===== src/rtl/ro_monitor_pkg.sv =====
// Shared types and default sizing for the ring-oscillator monitor.
package ro_monitor_pkg;

  typedef enum logic [1:0] {
    ST_IDLE    = 2'd0,
    ST_SETTLE  = 2'd1,
    ST_MEASURE = 2'd2,
    ST_DONE    = 2'd3
  } ro_state_e;

  localparam int CNT_W_DEF      = 16;
  localparam int WIN_W_DEF      = 12;
  localparam int SETTLE_CYC_DEF = 8;

endpackage


===== src/rtl/ro_edge_sync.sv =====
// Brings an asynchronous tap into the clock domain and flags its rising edges.
module ro_edge_sync (
  input  logic clk,
  input  logic rst,
  input  logic async_in,
  output logic edge_pulse
);

  logic meta_q;
  logic sync_q;
  logic delay_q;

  always_ff @(posedge clk or posedge rst) begin
    if (rst) begin
      meta_q  <= 1'b0;
      sync_q  <= 1'b0;
      delay_q <= 1'b0;
    end else begin
      meta_q  <= async_in;
      sync_q  <= meta_q;
      delay_q <= sync_q;
    end
  end

  assign edge_pulse = sync_q & ~delay_q;

endmodule


===== src/rtl/ro_monitor_ctrl.sv =====
// Ring-oscillator measurement controller: enable, settle, count edges over a window, hand off.
// state   | meaning
// IDLE    | ring off, waiting for START
// SETTLE  | ring on, letting it stabilise, edges ignored
// MEASURE | counting synchronised ring edges for win_q cycles
// DONE    | result held with VALID until READY
module ro_monitor_ctrl
  import ro_monitor_pkg::*;
#(
  parameter int CNT_W      = CNT_W_DEF,
  parameter int WIN_W      = WIN_W_DEF,
  parameter int SETTLE_CYC = SETTLE_CYC_DEF
) (
  input  logic             CLK,
  input  logic             RST,
  input  logic             START,
  input  logic [WIN_W-1:0] WINDOW,
  output logic             RO_EN,
  input  logic             RO_OUT,
  output logic             BUSY,
  output logic [CNT_W-1:0] COUNT,
  output logic             OVF,
  output logic             VALID,
  input  logic             READY
);

  localparam int SET_W = (SETTLE_CYC > 1) ? $clog2(SETTLE_CYC) : 1;

  ro_state_e        state;
  logic [WIN_W-1:0] win_q;
  logic [WIN_W-1:0] win_cnt;
  logic [SET_W-1:0] settle_cnt;
  logic [CNT_W-1:0] cnt_q;
  logic             ovf_q;
  logic             ro_edge;

  ro_edge_sync u_edge_sync (
    .clk        (CLK),
    .rst        (RST),
    .async_in   (RO_OUT),
    .edge_pulse (ro_edge)
  );

  always_ff @(posedge CLK or posedge RST) begin
    if (RST) begin
      state      <= ST_IDLE;
      RO_EN      <= 1'b0;
      BUSY       <= 1'b0;
      VALID      <= 1'b0;
      COUNT      <= '0;
      OVF        <= 1'b0;
      win_q      <= '0;
      win_cnt    <= '0;
      settle_cnt <= '0;
      cnt_q      <= '0;
      ovf_q      <= 1'b0;
    end else begin
      case (state)
        ST_IDLE: begin
          if (START) begin
            win_q      <= WINDOW;
            cnt_q      <= '0;
            ovf_q      <= 1'b0;
            COUNT      <= '0;
            OVF        <= 1'b0;
            RO_EN      <= 1'b1;
            BUSY       <= 1'b1;
            settle_cnt <= SET_W'(SETTLE_CYC - 1);
            state      <= ST_SETTLE;
          end
        end
        ST_SETTLE: begin
          if (settle_cnt == '0) begin
            if (win_q == '0) begin
              RO_EN <= 1'b0;
              BUSY  <= 1'b0;
              VALID <= 1'b1;
              COUNT <= cnt_q;
              OVF   <= ovf_q;
              state <= ST_DONE;
            end else begin
              win_cnt <= win_q;
              state   <= ST_MEASURE;
            end
          end else begin
            settle_cnt <= settle_cnt - 1'b1;
          end
        end
        ST_MEASURE: begin
          if (win_cnt != '0) begin
            win_cnt <= win_cnt - 1'b1;
            // saturate rather than wrap; the flag stays set for the rest of the window
            if (ro_edge) begin
              if (cnt_q == '1) ovf_q <= 1'b1;
              else             cnt_q <= cnt_q + 1'b1;
            end
          end else begin
            RO_EN <= 1'b0;
            BUSY  <= 1'b0;
            VALID <= 1'b1;
            COUNT <= cnt_q;
            OVF   <= ovf_q;
            state <= ST_DONE;
          end
        end
        ST_DONE: begin
          if (READY) begin
            VALID <= 1'b0;
            state <= ST_IDLE;
          end
        end
        default: state <= ST_IDLE;
      endcase
    end
  end

endmodule

===== config.mk =====
export PLATFORM = sky130hd
export DESIGN_NAME = ro_monitor_ctrl
export DESIGN_NICKNAME = d
export VERILOG_FILES = /design/src/rtl/ro_monitor_pkg.sv /design/src/rtl/ro_edge_sync.sv /design/src/rtl/ro_monitor_ctrl.sv
export SDC_FILE = /design/constraint.sdc
export NUM_CORES = 1
export LEC_CHECK = 0
export ABC_CLOCK_PERIOD_IN_PS = 2700
export CORE_MARGIN = 5
export CORE_UTILIZATION = 50
export DETAILED_ROUTE_END_ITERATION = 12
export PLACE_DENSITY = 0.72
export SLEW_MARGIN = 40
export SYNTH_ARGS = -nofsm -noshare
export SYNTH_HDL_FRONTEND = slang
export SYNTH_SLANG_ARGS = --single-unit
export TNS_END_PERCENT = 30

===== constraint.sdc =====
create_clock -name CLK -period 2.7 [get_ports CLK]
set_input_delay 0.54 -clock CLK [delete_from_list [all_inputs] [get_ports CLK]]
set_output_delay 0.54 -clock CLK [all_outputs]
set_load 0.01 [all_outputs]

==> summary.md, run 1 <==
| Metric | Value |
|---|---|
| Outcome | `completed` |
| Post-CTS sizing | `0` |
| Buf+Inv Stages, Crit Path | `2` |
| Die area | `8851 sq um` |
| Power Total | `4286 uW` |
| CORE AREA | `6832 sq um` |
| F_max | `395.0 MHz` |
| Post-synthesis compound-gate area fraction | `18.44%` |
| Final HPWL DP | `5419 um` |
| Initial drt markers | `186` |
| Hold Buf Count CTS | `0` |
| Pre-CTS WS | `177.5 ps` |
| Req. time, crit path | `2930 ps` |
| Pwr dens | `1005 nW/um^2` |
| Final max-slew violation count | `0` |
| Final Util | `62.45%` |
| Worst-path cell chain | `inv_1, ha_1, or4b_1, o31a_1, or4_1, buf_12, nand2_1, o21ai_2` |
| Rows | `30` |
| Final setup TNS | `0 ps` |
| Initial antenna violation count | `0` |
| Synth-to-Final Area Change | `20.71%` |
| Total GRT Usage | `18.82%` |
| Clock Skew | `5.538 ps` |
| Endpoints failing setup | `0` |
| CP Launch Type | `flop` |
| Main combinational cell family by area after synthesis | `simple AND/OR/NAND/NOR gates` |
| Mux cell area share after synthesis | `4.991%` |
| DR WL/cell | `14.74 um` |
| Via count | `2904` |
| Slowest cell on crit path | `or4_1` |
| Critical Path AT | `2760 ps` |
| Largest net degree at the start of global routing | `69` |
| Post-synthesis sequential area ratio | `48.14%` |
| Total wire length | `7637 um` |
| Cell Area, Synth | `3535 sq um` |
| Yosys top cell area share | `48.14%` |
| Worst slew margin | `57.28%` |
| Post-Synth XOR/XNOR Area | `0.2478%` |
| Router iterations before antenna repair | `4` |
| CTS HTree Levels | `3` |
| Die X | `94.08 um` |
| RSZ-0062 raised after global routing | `no` |
| Area occupied by multi-input gates | `1664 sq um` |
| Type of the worst setup path | `flop to flop` |
| Critical Path Sink Type | `flop` |
| Synth warn | `0` |
| # clock sinks | `68` |
| CTS Buf Count | `9` |
| Mapped Cells | `372` |
| Mean Syn Cell Area | `9.502 sq um` |
| Minimum clock period | `2532 ps` |
| Syn Nets | `399` |
| Total grt overflow | `0` |
| IO buf count | `36` |
| I/O pins | `37` |
| GP Congestion | `0.9006` |
| Post-synthesis adder-cell area fraction | `3.540%` |
| Worst-path clk slew | `70 ps` |
| Fillcell total | `600` |
| Number of flops mapped to enable cells by yosys | `0` |
| CP peak stage delay | `560 ps` |
| Post-synthesis register bit count | `68` |
| VDD IR max | `0.6769 mV` |
| Residual DRC count | `0` |
| Root Buffer | `clkbuf_8` |
| First-pass GRT wire length | `13140 um` |
| Lkg Pwr | `0.001775 uW` |
| Post-synthesis simple-gate area fraction | `19.72%` |
| Vias in the first global route | `2800` |
| Vias per inst | `5.606` |
| Post-CTS setup buffers | `0` |
| Worst hold path class | `flop to flop` |
| Delay-heaviest family, CP | `simple AND/OR/NAND/NOR gates` |
| Starting Density | `51.74%` |
| CTS tree | `yes` |
| Final Hold Viols | `0` |
| Largest cells by area after synthesis | `dfrtp_1 48%, nand2_1 5.7%, mux2_2 4.1%, ha_1 3.5%, o21ai_0 3.1%` |
| Non-Filler Instances | `518` |
| Nets@finish | `444` |
| Crit-path max FO | `36` |
| Die height | `94.08 um` |
| Clock Path Buffers | `2` |
| Reg area | `1702 sq um` |
| Max-cap viol count | `0` |
| Clock latency on the worst-skew pair | `340 ps` |
| Share of cells above drive strength 1 | `14.22%` |
| Final period util | `93.76%` |
| Post-route antenna net violation count | `0` |
| Yosys top cell by area | `dfrtp_1` |
| Slew at the pin closest to its max-slew limit | `637.3 ps` |
| Top_reg_cell synth | `dfrtp_1` |
| Post-synth ARST share | `100.0%` |
| Post-synthesis cell type count | `52` |
| Placed cells | `502` |
| Slack of the critical path | `168.5 ps` |
| Antenna Diode Count | `0` |
## report_power, final
part           internal (uW)  total, uW  switching (uW)
sequential              1290       1550             263
combinational            804       1900            1090
clock                    479        841             361
total                   2570       4290            1720
## kinds of logic (layout without fill, tap and decap cells)
kind of cell    Yosys count  count (layout)
simple gates            145             145
compound gates           96              96
flops                    68              68
buf+inv                  36              86
mux                      16              16
fa+ha+maj                10              10
xor+xnor                  1               1
## synthesized netlist by cell type (9+ instances only)
cell type,number
ha_1,10
o21ai_0,22
nand3_1,15
nor2_1,25
o21ai_2,10
clkbuf_1,12
inv_1,15
a21oi_1,16
nand2_1,54
nor4_1,12
dfrtp_1,68
mux2_2,13
nor3_1,9
## state kept, by name, summed over array words and instances, names as in the netlist
register             count
ovf_q                    1
BUSY                     1
u_edge_sync.delay_q      1
settle_cnt               3
u_edge_sync.meta_q       1
u_edge_sync.sync_q       1
state                    2
win_q                   12
cnt_q                   16
VALID                    1
OVF                      1
win_cnt                 12
COUNT                   16
## metal layers
| metal | track usage, % | vias to the layer above | routed length, um |
|---|---|---|---|
| met5 | 0 | - | 0 |
| met4 | 6.739 | 0 | 117 |
| met3 | 4.567 | 11 | 371 |
| met1 | 23.72 | 1384 | 3458 |
| met2 | 31.34 | 72 | 3689 |
| li1 | - | 1437 | - |
## final timing paths
path	startpoint	to	slack (ps)	depth (start not counted)
max in group asynchronous	RST	win_cnt[2]	1840	3
setup reg to reg	win_cnt[0]	COUNT[6]	170	8
hold / removal	u_edge_sync.meta_q	u_edge_sync.sync_q	370	0
min in group asynchronous	RST	COUNT[3]	600	3
setup / recovery	win_cnt[0]	COUNT[6]	170	8
hold reg to reg	u_edge_sync.meta_q	u_edge_sync.sync_q	370	0
## cell type report
| type | instances | area share (%) |
|---|---|---|
| clock buffer | 15 | 3.900 |
| inverter | 15 | 1.320 |
| sequential | 68 | 39.88 |
| timing repair buffer | 55 | 12.38 |
| clock inverter | 1 | 0.7038 |
| tap | 96 | 2.815 |
| multi-input combinational | 268 | 39.00 |
## layout by cell type, fill, tap and decap left out, drive strengths merged, types with 2 or more instances in the layout
cell type,netlist,final
a21o,2,2
a21oi,16,16
a221o,5,5
a22o,4,4
a22oi,4,4
and3,3,3
buf,9,19
clkbuf,12,15
clkdlybuf4s50,0,36
dfrtp,68,68
ha,10,10
inv,15,15
mux2,13,13
mux2i,3,3
nand2,54,54
nand2b,3,3
nand3,15,15
nand4,6,6
nor2,25,25
nor2b,3,3
nor3,9,9
nor4,12,12
o211ai,2,2
o21a,2,2
o21ai,40,40
o22ai,3,3
o31a,4,4
o31ai,3,3
o41ai,3,3
or2,3,3
or3,4,4
or4,4,4
## per-stage QoR
step                      hold slack [ps]  instance area (sq um)
final                               367.2                   4267
after global routing                381.2                   4267
after CTS                           356.8                   4267
after detailed placement            341.2                   4070
after global placement              334.6                   4065
after floorplan                     331.2                   3535
(Power assumes the default switching activity.)
==> run 2, diff against run 1 <==
CORE_MARGIN = unset   (was 5)
SLEW_MARGIN = 20   (was 40)
==> run 2 against run 1 <==
Combinational power hardly changed; power is 0.95% lower; count of clock-buffer cells in the layout is 2 lower; worst setup slack better by 10 ps; design area is 0.59% lower; flip-flop and latch count stayed put.
==> summary.md, run 2 (same netlist as run 1, synthesis figures left out) <==
| Metric | Value |
|---|---|
| Outcome | `completed` |
| Antenna Diode Count | `0 (unchanged)` |
| Post-CTS setup buffers | `0 (unchanged)` |
| F_max | `396.6 MHz (+0.41%)` |
| Most frequent cells in the layout | `68 x dfrtp_1, 54 x nand2_1, 36 x clkdlybuf4s50_1` |
| Crit-path max FO | `36 (unchanged)` |
| Post-route antenna net violation count | `0 (unchanged)` |
| Rows | `30 (unchanged)` |
| Router iterations before antenna repair | `4 (unchanged)` |
| Starting Density | `52.03% (+0.29 points)` |
| CP Launch Point | `win_cnt[0]` |
| Critical Path Sink Type | `flop` |
| Regs by FF count | `COUNT: 16 flops, cnt_q: 16 flops` |
| R2R Path Start | `win_cnt[0]` |
| Die height | `86.08 um (-8.5%)` |
| Final period util | `93.38% (-0.38 points)` |
| Worst slew margin | `26.91% (-30 points)` |
| CP Launch Type | `flop` |
| CTS tree | `yes` |
| Min-delay src | `u_edge_sync.meta_q` |
| # clock sinks | `68 (unchanged)` |
| Pwr dens | `1001 nW/um^2 (-0.36%)` |
| First-pass GRT wire length | `13010 um (-1.0%)` |
| Final Instance Area | `4242 sq um (-0.59%)` |
| DR WL/cell | `14.67 um (-0.48%)` |
| IO buf count | `36 (unchanged)` |
| Placement Cell Area | `4058 sq um (-0.31%)` |
| Final max-slew violation count | `0 (unchanged)` |
| Final HPWL DP | `5355 um (-1.2%)` |
| Total GRT Usage | `22.57% (+3.7 points)` |
| Commonest non-fill, non-tap cell in the layout | `dfrtp_1` |
| Share of cells above drive strength 1 | `13.81% (-0.41 points)` |
| Clock Path Buffers | `2 (unchanged)` |
| Final setup TNS | `0 ps (unchanged)` |
| Via count | `2917 (+0.45%)` |
| Hold Buf Count CTS | `0 (unchanged)` |
| CORE AREA | `6794 sq um (-0.55%)` |
| Post-CTS sizing | `0 (unchanged)` |
| Vias per inst | `5.653 (+0.84%)` |
| GP Congestion | `0.8551 (-5.1%)` |
| Clock latency on the worst-skew pair | `350 ps (about the same)` |
| Largest net degree at the start of global routing | `49 (-29%)` |
| CTS Buf Count | `9 (unchanged)` |
| Max-cap viol count | `0 (unchanged)` |
| Root Buffer | `clkbuf_8` |
| CTS HTree Levels | `3 (unchanged)` |
| Final Hold Viols | `0 (unchanged)` |
| Type of the worst setup path | `flop to flop` |
| Die area | `7410 sq um (-16%)` |
| Synth-to-Final Area Change | `20.00%` |
| Initial drt markers | `107 (-42%)` |
| Slew at the pin closest to its max-slew limit | `1088 ps (+450.7 ps)` |
| Req. time, crit path | `2940 ps (about the same)` |
| I/O pins | `37 (unchanged)` |
| Worst-path clk slew | `70 ps (about the same)` |
| Residual DRC count | `0 (unchanged)` |
| Minimum clock period | `2521 ps (-10.31 ps)` |
| Total wire length | `7571 um (-0.86%)` |
| Hold_ws | `353.1 ps (-14.10 ps)` |
| Die X | `86.08 um (-8.5%)` |
| Vias in the first global route | `2741 (-2.1%)` |
| RSZ-0062 raised after global routing | `no` |
| Nets@finish | `443 (-0.23%)` |
| Endpoints failing setup | `0 (unchanged)` |
| Critical Path AT | `2760 ps (about the same)` |
| Lkg Pwr | `0.001765 uW (-0.58%)` |
| Initial antenna violation count | `0 (unchanged)` |
| Clock Skew | `9.228 ps (+3.690 ps)` |
| Total grt overflow | `0 (unchanged)` |
| Power Total | `4246 uW (-0.95%)` |
| VDD IR max | `0.6184 mV (-8.6%)` |
| Worst hold path class | `flop to flop` |
run 2: cell types whose count changed in the layout (fill, tap and decap cells not counted):
cell / change
clkinv_2: +1
clkbuf_1: -1
nor3_1: +1
buf_4: -1
nor3_2: -1
clkbuf_8: -1
run 2: per-layer routing:
metal | wire (um) | vias to the layer above | GRT usage (%)
li1 | - | 1437 | -
met1 | 3466 | 1388 | 28.97
met2 | 3697 | 85 | 37.23
met3 | 320 | 7 | 5.005
met4 | 87 | 0 | 8.788
met5 | 0 | - | 0
run 2: power by group:
group / switching [uW] / internal [uW] / total [uW]
clock network: 367 / 447 / 814
logic: 1080 / 802 / 1880
registers: 260 / 1290 / 1550
run 2: cell type report:
cell class	instances	area [sq um]
clock inverter	2	35.03
fill	591	2552
tap	96	120.1
inverter	15	56.30
clock buffer	13	148.9
multi-input combinational	268	1659
sequential	68	1702
timing repair buffer	54	520.5
run 2: worst max-delay path, stage by stage, from the launching register on:
cell and delay (ps):
dfrtp_1 400, inv_1 130, ha_1 150, or4b_1 530
o31a_1 290, or4_1 560, buf_12 200, nand2_1 100
o21ai_2 50
run 2: metrics by stage:
stage	cells	setup WS (ps)	utilization, %
final	516	178.8	62.43
after global routing	516	39.96	62.43
after CTS	516	179.8	62.43
after detailed placement	501	45.97	59.72
after global placement	501	131.4	59.72
after floorplan	372	241.7	-
run 2: worst paths after layout:
path | cells past startpoint | end | slack [ps]
max | 8 | COUNT[8] | 180
min | 0 | u_edge_sync.sync_q | 350
max reg2reg | 8 | COUNT[8] | 180
min reg2reg | 0 | u_edge_sync.sync_q | 350
max in group asynchronous | 3 | cnt_q[4] | 1560
min in group asynchronous | 2 | win_q[0] | 530
==> run 3, diff against run 2 <==
SLEW_MARGIN = 25   (was 20)
==> run 3 against run 2 <==
Worst setup slack got worse by 3.1 ps; power decreased by 0.14%; register-to-register slack is essentially flat; critical path depth unchanged; routed wire length down 0.87%; utilization increased by 0.074 points; sequential share of layout area about the same; count of clock-buffer cells in the layout is the same; critical endpoint is now COUNT[15].
==> summary.md, run 3 (same netlist as run 1, synthesis figures left out) <==
| Metric | Value |
|---|---|
| IO buf count | `36 (unchanged)` |
| Area occupied by multi-input gates | `1664 sq um (+0.30%)` |
| Die X | `86.08 um (unchanged)` |
| R2R Path Start | `win_cnt[0]` |
| Post-CTS setup buffers | `0 (unchanged)` |
| WHS Path Cells | `0 (unchanged)` |
| Slowest cell on crit path | `or4_1` |
| Pre-CTS WS | `45.97 ps (unchanged)` |
| Hold Buf Count CTS | `0 (unchanged)` |
| Worst hold path class | `flop to flop` |
| FF-to-FF End | `COUNT[15]` |
| Die area | `7410 sq um (unchanged)` |
| DR WL/cell | `14.54 um (-0.87%)` |
| R2R setup slack | `180 ps (about the same)` |
| Final max-slew violation count | `0 (unchanged)` |
| Post-CTS sizing | `0 (unchanged)` |
| Int Pwr | `2536 uW (about the same)` |
| Pwr dens | `998.4 nW/um^2 (-0.25%)` |
| Final HPWL DP | `5355 um (unchanged)` |
| Rows | `30 (unchanged)` |
| Router iterations before antenna repair | `4 (unchanged)` |
| Regs by FF count | `COUNT: 16 flops, cnt_q: 16 flops` |
| Critical Path AT | `2760 ps (about the same)` |
| RSZ-0062 raised after global routing | `no` |
| F_max | `396.1 MHz (-0.12%)` |
| Clock Skew | `9.095 ps (-0.1328 ps)` |
| WHS Endpoint | `u_edge_sync.sync_q` |
| Initial drt markers | `128 (+20%)` |
| # clock sinks | `68 (unchanged)` |
| Vias in the first global route | `2741 (unchanged)` |
| Endpoints failing setup | `0 (unchanged)` |
| Minimum clock period | `2524 ps (+3.111 ps)` |
| Nets@finish | `443 (unchanged)` |
| Clock power share | `19.2% (about the same)` |
| Switch share | `40.19% (-0.098 points)` |
| Req. time, crit path | `2930 ps (about the same)` |
| Via count | `2909 (-0.27%)` |
| CP peak stage delay | `560 ps (about the same)` |
| Initial antenna violation count | `0 (unchanged)` |
| Starting Density | `52.03% (unchanged)` |
| Worst-path cell chain | `inv_1, ha_1, or4b_1, o31a_1, or4_1, buf_12, nand2_1, o21ai_2` |
| Final setup TNS | `0 ps (unchanged)` |
| Buf+Inv Stages, Crit Path | `2 (unchanged)` |
| Outcome | `completed` |
| Reg area | `1702 sq um (unchanged)` |
| Die height | `86.08 um (unchanged)` |
| Comb pwr share | `44.4% (about the same)` |
| Synth-to-Final Area Change | `20.14%` |
| Root Buffer | `clkbuf_8` |
| CTS HTree Levels | `3 (unchanged)` |
| Max-cap viol count | `0 (unchanged)` |
| Total wire length | `7505 um (-0.87%)` |
| Clock Path Buffers | `2 (unchanged)` |
| Lkg Pwr | `0.001765 uW (about the same)` |
| CTS tree | `yes` |
| Sw power | `1704 uW (-0.38%)` |
| Seq pwr share | `36.4% (about the same)` |
| Total GRT Usage | `22.57% (unchanged)` |
| Vias per inst | `5.638 (-0.27%)` |
| CORE AREA | `6794 sq um (unchanged)` |
| Residual DRC count | `0 (unchanged)` |
| Antenna Diode Count | `0 (unchanged)` |
| Share of cells above drive strength 1 | `14.05% (+0.24 points)` |
| Commonest non-fill, non-tap cell in the layout | `dfrtp_1` |
| VDD IR max | `0.6192 mV (+0.13%)` |
| Worst slew margin | `58.67% (+32 points)` |
| CP Launch Type | `flop` |
| Final Hold Viols | `0 (unchanged)` |
| Largest net degree at the start of global routing | `49 (unchanged)` |
| Min-delay src | `u_edge_sync.meta_q` |
| GP Congestion | `0.8551 (unchanged)` |
| Delay-heaviest family, CP | `simple AND/OR/NAND/NOR gates` |
| Critical Path Sink Type | `flop` |
| Slack of the critical path | `175.7 ps (-3.111 ps)` |
| R2R depth | `8 (unchanged)` |
| Worst-path clk slew | `70 ps (about the same)` |
| Final period util | `93.49% (+0.12 points)` |
| First-pass GRT wire length | `13010 um (unchanged)` |
| Crit-path max FO | `36 (unchanged)` |
| Most frequent cells in the layout | `68 x dfrtp_1, 54 x nand2_1, 36 x clkdlybuf4s50_1` |
| I/O pins | `37 (unchanged)` |
| Type of the worst setup path | `flop to flop` |
| Total grt overflow | `0 (unchanged)` |
| Slew at the pin closest to its max-slew limit | `616.5 ps (-471.5 ps)` |
| CTS Buf Count | `9 (unchanged)` |
| Post-route antenna net violation count | `0 (unchanged)` |
| Fillcell total | `590 (-0.17%)` |
| Clock latency on the worst-skew pair | `350 ps (about the same)` |
-- run 3: cell counts in the layout (fill, tap and decap cells not counted) --
Identical to the previous run, type by type.
-- run 3: power groups by stage --
stage | sequential, uW | clock (uW) | combinational [uW]
floorplan | 1470 | 0 | 1490
global placement | 1540 | 0 | 1830
detailed placement | 1550 | 0 | 1890
CTS | 1540 | 828 | 1900
global route | 1580 | 878 | 2120
finish | 1540 | 812 | 1880
-- run 3: final cells by class --
cell class	instances	share of cell area [%]
sequential	68	40.07
multi-input combinational	268	39.19
timing repair buffer	54	12.26
clock buffer	13	3.506
tap	96	2.829
inverter	15	1.326
clock inverter	2	0.8250
-- run 3: metal layers --
layer  track usage (%)  wire, um  vias to the layer above
met2             37.23      3648                       85
li1                  -         -                     1433
met3             5.005       341                       11
met4             8.788       116                        0
met5                 0         0                        -
met1             28.97      3398                     1380
-- run 3: per-stage QoR --
step                      instance area, sq um  utilization (%)  cells  hold WS [ps]  power, uW
after floorplan                           3535                -    372         331.2       2955
final                                     4247            62.50    516         353.3       4240
after global placement                    4058            59.72    501         335.4       3373
after detailed placement                  4058            59.72    501         340.2       3445
after global routing                      4247            62.50    516         366.4       4570
after CTS                                 4242            62.43    516         355.5       4261
-- run 3: worst max path at each step --
stage                from        end  slack, ps  cells after the start
2_1_floorplan  win_cnt[0]       BUSY        240                      9
3_3_place_gp        START   cnt_q[6]        130                      7
3_5_place_dp        START  cnt_q[13]         50                      7
4_1_cts        win_cnt[0]  COUNT[15]        180                      8
5_1_grt        win_cnt[0]        OVF         40                      8
6_report       win_cnt[0]  COUNT[15]        180                      8
